`src/rtl/mu0_pkg.sv`:
```
// rtl/mu0_pkg.sv - shared MU0 opcode, sequencer state and phase definitions
package mu0_pkg;

  typedef enum logic [3:0] {
    OP_LDA = 4'b0000,
    OP_STO = 4'b0001,
    OP_ADD = 4'b0010,
    OP_SUB = 4'b0011,
    OP_JMP = 4'b0100,
    OP_JGE = 4'b0101,
    OP_JNE = 4'b0110,
    OP_STP = 4'b0111,
    OP_OUT = 4'b1000
  } opcode_t;

  typedef enum logic [2:0] {
    FETCH_INSTR_ADDR = 3'b000,
    FETCH_INSTR_DATA = 3'b001,
    EXEC_ADDR        = 3'b010,
    EXEC_DATA        = 3'b011,
    HALTED           = 3'b100
  } state_t;

  localparam logic [1:0] PH_FETCH_ADDR = 2'd0;
  localparam logic [1:0] PH_FETCH_DATA = 2'd1;
  localparam logic [1:0] PH_EXEC_ADDR  = 2'd2;
  localparam logic [1:0] PH_EXEC_DATA  = 2'd3;

  // Opcodes whose operand is fetched from memory during the execute phases.
  function automatic logic op_reads_mem(input logic [3:0] op);
    return (op == OP_LDA) || (op == OP_ADD) || (op == OP_SUB);
  endfunction

endpackage

```
`src/rtl/mu0_alu.sv`:
```
// rtl/mu0_alu.sv - combinational MU0 execute: next ACC, branch decision, halt/illegal decode
module mu0_alu
  import mu0_pkg::*;
#(
  parameter int DATA_W = 16
) (
  input  logic [3:0]        opcode_i,
  input  logic [DATA_W-1:0] acc_i,
  input  logic [DATA_W-1:0] operand_i,
  output logic [DATA_W-1:0] acc_next_o,
  output logic              jump_taken_o,
  output logic              is_halt_o,
  output logic              is_illegal_o
);

  always_comb begin
    acc_next_o   = acc_i;
    jump_taken_o = 1'b0;
    is_halt_o    = 1'b0;
    is_illegal_o = 1'b0;
    case (opcode_i)
      OP_LDA: acc_next_o = operand_i;
      OP_ADD: acc_next_o = acc_i + operand_i;
      OP_SUB: acc_next_o = acc_i - operand_i;
      OP_JMP: jump_taken_o = 1'b1;
      OP_JGE: jump_taken_o = ~acc_i[DATA_W-1];
      OP_JNE: jump_taken_o = |acc_i;
      OP_STP: is_halt_o = 1'b1;
      OP_STO, OP_OUT: ;
      default: begin
        is_halt_o    = 1'b1;
        is_illegal_o = 1'b1;
      end
    endcase
  end

endmodule

```
`src/rtl/mu0_exec_responder.sv`:
```
// rtl/mu0_exec_responder.sv - MU0 datapath: PC/IR/ACC, memory master and OUT port
module mu0_exec_responder
  import mu0_pkg::*;
#(
  parameter int                ADDR_W   = 12,
  parameter int                DATA_W   = 16,
  parameter logic [ADDR_W-1:0] RESET_PC = '0
) (
  input  logic              clk,
  input  logic              rst,
  input  logic              running,
  input  logic [1:0]        flag,
  output logic [2:0]        get_status,
  output logic [ADDR_W-1:0] address,
  output logic              read,
  output logic              write,
  output logic [DATA_W-1:0] writedata,
  input  logic [DATA_W-1:0] readdata,
  output logic              out_valid,
  output logic [DATA_W-1:0] out_data,
  output logic              illegal
);

  logic [ADDR_W-1:0] pc_q, pc_d;
  logic [DATA_W-1:0] ir_q, ir_d;
  logic [DATA_W-1:0] acc_q, acc_d;
  logic [DATA_W-1:0] out_data_q, out_data_d;
  state_t            status_q, status_d;
  logic              out_valid_q, out_valid_d;
  logic              illegal_q, illegal_d;

  logic [3:0]        opcode;
  logic [ADDR_W-1:0] operand_s;
  logic [DATA_W-1:0] acc_next;
  logic              jump_taken;
  logic              is_halt;
  logic              is_illegal;

  assign opcode    = ir_q[DATA_W-1 -: 4];
  assign operand_s = ir_q[ADDR_W-1:0];

  mu0_alu #(
    .DATA_W(DATA_W)
  ) u_alu (
    .opcode_i    (opcode),
    .acc_i       (acc_q),
    .operand_i   (readdata),
    .acc_next_o  (acc_next),
    .jump_taken_o(jump_taken),
    .is_halt_o   (is_halt),
    .is_illegal_o(is_illegal)
  );

  // Memory strobes follow the phase directly so STO commits at the end of phase 2.
  always_comb begin
    address   = pc_q;
    read      = 1'b0;
    write     = 1'b0;
    writedata = acc_q;
    if (running) begin
      case (flag)
        PH_FETCH_ADDR: read = 1'b1;
        PH_EXEC_ADDR: begin
          if (op_reads_mem(opcode)) begin
            address = operand_s;
            read    = 1'b1;
          end else if (opcode == OP_STO) begin
            address = operand_s;
            write   = 1'b1;
          end
        end
        default: ;
      endcase
    end
  end

  always_comb begin
    pc_d        = pc_q;
    ir_d        = ir_q;
    acc_d       = acc_q;
    out_data_d  = out_data_q;
    status_d    = status_q;
    out_valid_d = out_valid_q;
    illegal_d   = illegal_q;
    if (running) begin
      case (flag)
        PH_FETCH_ADDR: out_valid_d = 1'b0;
        PH_FETCH_DATA: begin
          ir_d        = readdata;
          pc_d        = pc_q + ADDR_W'(1);
          out_valid_d = 1'b0;
        end
        PH_EXEC_ADDR: begin
          if (jump_taken) pc_d = operand_s;
          // Once halted the status never returns to fetch until reset.
          status_d  = (status_q == HALTED || is_halt) ? HALTED : FETCH_INSTR_ADDR;
          illegal_d = illegal_q | is_illegal;
          if (opcode == OP_OUT) begin
            out_valid_d = 1'b1;
            out_data_d  = acc_q;
          end
        end
        PH_EXEC_DATA: begin
          acc_d       = acc_next;
          out_valid_d = 1'b0;
        end
        default: ;
      endcase
    end
  end

  always_ff @(posedge clk or posedge rst) begin
    if (rst) begin
      pc_q        <= RESET_PC;
      ir_q        <= '0;
      acc_q       <= '0;
      out_data_q  <= '0;
      status_q    <= FETCH_INSTR_ADDR;
      out_valid_q <= 1'b0;
      illegal_q   <= 1'b0;
    end else begin
      pc_q        <= pc_d;
      ir_q        <= ir_d;
      acc_q       <= acc_d;
      out_data_q  <= out_data_d;
      status_q    <= status_d;
      out_valid_q <= out_valid_d;
      illegal_q   <= illegal_d;
    end
  end

  assign get_status = status_q;
  assign out_valid  = out_valid_q;
  assign out_data   = out_data_q;
  assign illegal    = illegal_q;

endmodule

```
`config.mk`:
```
export PLATFORM = sky130hd
export DESIGN_NAME = mu0_exec_responder
export DESIGN_NICKNAME = d
export VERILOG_FILES = /design/src/rtl/mu0_pkg.sv /design/src/rtl/mu0_alu.sv /design/src/rtl/mu0_exec_responder.sv
export SDC_FILE = /design/constraint.sdc
export NUM_CORES = 1
export LEC_CHECK = 0
export BUFFER_PORTS_ARGS = -buffer_cell sky130_fd_sc_hd__buf_2
export CAP_MARGIN = 20
export CORE_MARGIN = 2
export CORE_UTILIZATION = 57
export DETAILED_ROUTE_END_ITERATION = 10
export PLACE_DENSITY = 0.83
export REMOVE_ABC_BUFFERS = 1
export SKIP_LAST_GASP = 1
export SLEW_MARGIN = 10
export SYNTH_ARGS = -nofsm -noshare
export SYNTH_HDL_FRONTEND = slang
export SYNTH_SLANG_ARGS = --single-unit
export TNS_END_PERCENT = 100
```
`constraint.sdc`:
```
create_clock -name clk -period 4.25 [get_ports clk]
set_input_delay 0.85 -clock clk [delete_from_list [all_inputs] [get_ports clk]]
set_output_delay 0.85 -clock clk [all_outputs]
set_load 0.02 [all_outputs]
```
Word-level counts from Yosys, hierarchy flattened
Index checks and enable logic that the tools add are counted.
- $add $sub $neg: 3
- reduce and logical (&&, ||, !) cells: 17
- bitwise logic cells: 2
- equal/unequal tests: 14
- muxes and demuxes: 20
- operators by type and width (cell ; count):
    two-way mux 12 bit ; 5
    case mux 16 bit (3 select lines) ; 1
    case mux 12 bit (2 select lines) ; 1
    adder 16 bit ; 1
    equality test 4 x 3 -> 1 bit (second input constant) ; 4
    OR reduction 16 bit ; 1
    subtractor 16 bit ; 1
    adder 12 x 1 -> 12 bit (second input constant) ; 1
    two-way mux 1 bit ; 9
    AND reduction 3 bit ; 3
    OR reduction 9 bit ; 1
    equality test 4 x 2 -> 1 bit (second input constant) ; 2
    OR reduction 8 bit ; 1
    AND reduction 2 bit ; 3
    equality test 2 bit (second input constant) ; 2
    equality test 4 x 1 -> 1 bit (second input constant) ; 1
    equality test 4 bit (second input constant) ; 1
    zero test 4 bit ; 1
    inequality test 2 bit (second input constant) ; 2
    case mux 1 bit (2 select lines) ; 2
    equality test 3 bit (second input constant) ; 1
    logical OR 1 bit ; 3
    two-way mux 3 bit ; 1
    case mux 1 bit (3 select lines) ; 1
    other kinds (7) ; 7
- output and inout port bits: 51
- logic and storage cells: 63
- register bits: 65
- bits of input ports: 21

Logic depth before layout (Yosys ltp)
- depth in word-level cells: 6
- depth in mapped cells: 15
- gate-level depth less buffers: 15

Hierarchy
A second synthesis with hierarchy kept.
- cells, all modules: 424
- area total of the unflattened synthesis: 4395.5 µm²
- modules (own cells, without submodules) (module ; cells each ; times used ; seq. area each (µm²) ; area an instance (µm²)):
    mu0_exec_responder ; 229 ; 1 ; 1576.5 ; 3035.4
    mu0_alu ; 195 ; 1 ; 0.0 ; 1360.1

Worst setup path before layout
Ideal clock, no wire load.
- path type: input to register
- start: input readdata[1]
- end: register acc_q[15] (netlist: writedata[15])
- arrival: 3.660 ns
- slack: 0.457 ns
- library setup time: 0.133 ns
- stages: 15
- required time: 4.117 ns
- path buffers: 0
- cells stage by stage: inv_1 > ha_1 > nand2_1 > or4_1 > nor4_1 > a21oi_1 > xnor2_1 > ha_1 > a21o_1 > a21o_1 > and3_1 > a2111oi_4 > o211ai_2 > nand4b_1 > nand4b_1
- longest elaborated chain between the ends: 2
- elaborated cells between the ends (all ways): 3
- classes of those cells: add/sub: 2; mux: 1
- RTL lines (element ; RTL line ; RTL):
    start, declared ; mu0_exec_responder.sv:18 ; input logic [DATA_W-1:0] readdata,
    subtractor 16 bit or adder 16 bit (tied branches) ; mu0_alu.sv:24, mu0_alu.sv:23 ;
    case mux 16 bit (3 select lines) (*) ; mu0_alu.sv:21 ; case (opcode_i)
    end signal, assigned ; mu0_exec_responder.sv:116 ; acc_q <= '0;
    end signal, assigned ; mu0_exec_responder.sv:124 ; acc_q <= acc_d;
    end, declared ; mu0_exec_responder.sv:26 ; logic [DATA_W-1:0] acc_q, acc_d;
Mark *: on every way between the ends. The rest lies on a longest branch, timed or not.
A chain may end at the register's enable or synchronous reset.

Worst setup path in the final report
Same ends and word-level chain as after synthesis.

==> results.py <==
metrics = {
    "cells_and_area": {
        "fin_nets": 555,
        "fill_cells": 567,
        "drive_gt1_share_pct": 28.1,
        "areaGrowthSynthToFinish_pct": 14.7,
        "n_antenna_cell": 0,
        "multiInputGateArea_um2": 2380,
        "regArea_um2": 1580,
    },
    "timing": {
        "rsz0062_at_grt": "false",
        "relSlewSlack_pct": 38.9,
        "max_freq_mhz": 262,
        "hold_ws_ns": 0.471,
        "period_share_pct": 89.8,
        "hold_viol": 0,
        "finalCriticalPeriod_ns": 3.81,
        "fin_tns_setup_ns": 0,
        "setup_viol": 0,
        "skew_ns": 0.00933,
        "worst_pin_slew_ns": 0.916,
        "drv_slew": 0,
    },
    "synthesis": {
        "synth_edf_count": 0,
        "avgSynthCellArea_um2": 9.15,
        "synthArstFlopShare_pct": 100,
        "netlist_area_um2": 4100,
        "yosysWarnings": 0,
        "yosysUniqueCellTypes": 54,
        "synth_cells": 448,
        "yosysTopAreaCell": "dfrtp_1",
        "yosys_register_bits": 63,
        "ys_seq_area_share_pct": 38.5,
        "synth_ff_type": "dfrtp_1",
        "ys_top_cells_by_area": "dfrtp_1, mux2_2, nand2_1",
        "yosysTopAreaCellShare_pct": 38.5,
    },
    "global_route": {
        "grt_pass1_vias": 3377,
        "antenna_found_initial": 0,
        "grt_pass1_wl_um": 16700,
        "grt_overflow": 0,
        "grt.total_usage_pct": 27.7,
        "grt_max_degree": 39,
    },
    "clocking": {
        "post_cts_buffers": 0,
        "cts.clk_slew.worst_paths_ns": 0.07,
        "cts_made_buffers": 9,
        "cts_resized": 0,
        "cts.hold.buffers_added": 0,
        "cts_tree": "yes",
        "cts_root_buffer": "clkbuf_8",
        "insertion_delay_ns": 0.34,
        "cts_num_sinks": 63,
        "h-tree-depth": 3,
        "cts_buffer_depth": 2,
    },
    "power": {
        "total_power_mw": 3.11,
        "power_density_nw_per_um2": 662,
        "vdd_drop_max_mv": 0.427,
        "p_leak_nw": 2.22,
    },
    "floorplan": {
        "rows": 30,
        "core_um2": 6870,
        "initial_core_util_pct": 59.7,
        "die_area_um2": 7880,
        "die_h_um": 88.8,
        "io_pins": 72,
        "die_w_um": 88.8,
    },
    "placed_design": {
        "place_congestion": 0.859,
        "io_buffers": 69,
        "post-dp-hpwl_um": 7560,
    },
    "routing": {
        "finalWirelength_um": 10300,
        "wl_per_cell_um": 16.7,
        "drtIter0Drc": 192,
        "viasPerCell": 5.93,
        "ant_nets": 0,
        "drc": 0,
        "dr_total_vias": 3653,
        "firstDrtPassIters": 5,
    },
    "setup_path": {
        "cp_cell_sequence": "buf_2 -> inv_1 -> ha_1 -> nand2_1 -> or4_1 -> nor4_1 -> buf_4 -> a21oi_1 -> xnor2_1 -> ha_1 -> a21o_1 -> a21o_1 -> and3_1 -> a2111oi_4 -> o211ai_2 -> nand4b_1 -> nand4b_1",
        "cp-endpoint": "writedata[15]",
        "startpoint": "readdata[1]",
        "cp-start-kind": "primary input",
        "critPathArrivalTime_ns": 4.03,
        "endpoint_kind": "flop",
        "r2r_start": "ir_q[15]",
        "cpPeakStageDelay_ns": 0.44,
        "cp_data_required_time_ns": 4.46,
        "rr_endpoint": "writedata[15]",
        "slowest_stage": "or4_1",
        "r2r_slack_ns": 0.61,
        "setup.worst_path.class": "primary input to flop",
        "r2r_cells": 14,
        "crit_fanout": 5,
    },
    "flow_run": {
        "maxCapViolCount": 0,
    },
    "worst_hold_path": {
        "hold_class": "flop to flop",
    },
    "run_status": {
        "status": "finished, final reports clean",
    },
}
[critical path: cells and delay by family]
family	cells	cell delay, ns
AO/OA/AOI/OAI	5	0.97
XOR/XNOR	1	0.14
adder cells (fa/ha/maj)	2	0.51
AND/OR/NAND/NOR	6	1.16
buffers and inverters	3	0.40
[cells by family (layout without fill, tap and decap cells)]
group | Yosys count | in the layout | synth area share [%]
AOI/OAI and AO/OA | 112 | 112 | 17.0
xor gates and xnor gates | 21 | 21 | 4.49
buffers and inverters | 34 | 105 | 3.57
DFF | 63 | 63 | 38.5
muxes | 45 | 45 | 12.2
other | 1 | 2 | 0.0915
adders and majority gates | 18 | 18 | 5.68
and+or+nand+nor | 154 | 154 | 18.4
[layout make-up]
class / instances / share of cell area [%]
multi-input combinational: 352 / 50.6
sequential: 63 / 33.5
timing repair buffer: 79 / 8.94
clock buffer: 11 / 3.01
tap: 96 / 2.56
inverter: 11 / 0.878
clock inverter: 4 / 0.479
[metal layers]
layer	wire (µm)	vias to the layer above	track usage, %
li1	-	1740	-
met1	4760	1769	38.9
met2	4760	123	42.5
met3	505	21	5.32
met4	251	0	10.5
met5	0	-	0
[worst min-delay path by stage]
stage | startpoint | endpoint | slack (ns) | depth (start not counted)
global placement | get_status[2] | get_status[2] | 0.45 | 1
finish | get_status[2] | get_status[2] | 0.47 | 1
floorplan | ir_q[1] | ir_q[1] | 0.47 | 2
detailed placement | get_status[2] | get_status[2] | 0.46 | 1
CTS | get_status[2] | get_status[2] | 0.47 | 1
global route | get_status[2] | get_status[2] | 0.50 | 1
[synthesized netlist by cell type, types with 2 or more instances]
cell type,n
nand2_1,57
o211ai_2,2
o31ai_1,2
a21o_1,3
and3_1,6
nand2b_1,6
nand4_1,4
ha_1,17
inv_1,11
a21oi_1,42
mux2_2,40
o22ai_1,3
or4_1,3
o21a_1,3
o21ai_1,3
nor2_1,26
o21ai_0,35
nor2b_1,2
nand3_1,18
xnor2_1,13
xor2_1,8
o31a_1,2
a31o_2,2
clkbuf_1,16
a31oi_1,4
nand4b_1,4
mux2i_1,5
nor4_1,4
nor3_1,15
buf_4,2
dfrtp_1,63
o21bai_1,3
buf_2,3
[registers in the layout (all words and copies together), names as in the netlist]
| register | flops |
|---|---|
| illegal | 1 |
| out_valid | 1 |
| get_status | 1 |
| out_data | 16 |
| pc_q | 12 |
| ir_q | 16 |
| writedata | 16 |
[power by group]
| group | internal [mW] | switching (mW) |
|---|---|---|
| Sequential | 0.815 | 0.251 |
| Clock | 0.221 | 0.228 |
| Combinational | 0.668 | 0.927 |
[cell usage in the layout, fill, tap and decap left out, types with 4 or more instances in the layout]
cell type / n
a21oi_1: 42
a31oi_1: 4
and3_1: 6
buf_2: 69
buf_4: 10
clkbuf_8: 10
dfrtp_1: 63
ha_1: 17
inv_1: 10
mux2_2: 40
mux2i_1: 5
nand2_1: 57
nand2b_1: 6
nand3_1: 18
nand4_1: 4
nand4b_1: 4
nor2_1: 26
nor3_1: 15
nor4_1: 4
o21ai_0: 35
xnor2_1: 13
xor2_1: 8
[stage by stage]
| step | setup WS (ns) | utilization [%] | instance area (µm²) | std cells |
|---|---|---|---|---|
| after floorplan | 0.456 | - | 4000 | 426 |
| after global placement | 0.197 | 65.9 | 4530 | 600 |
| after detailed placement | 0.0943 | 65.9 | 4530 | 600 |
| after CTS | 0.446 | 68.3 | 4690 | 615 |
| after global routing | 0.211 | 68.4 | 4700 | 616 |
| final | 0.435 | 68.4 | 4700 | 616 |
No activity file was read; power rests on OpenSTA's default activity.
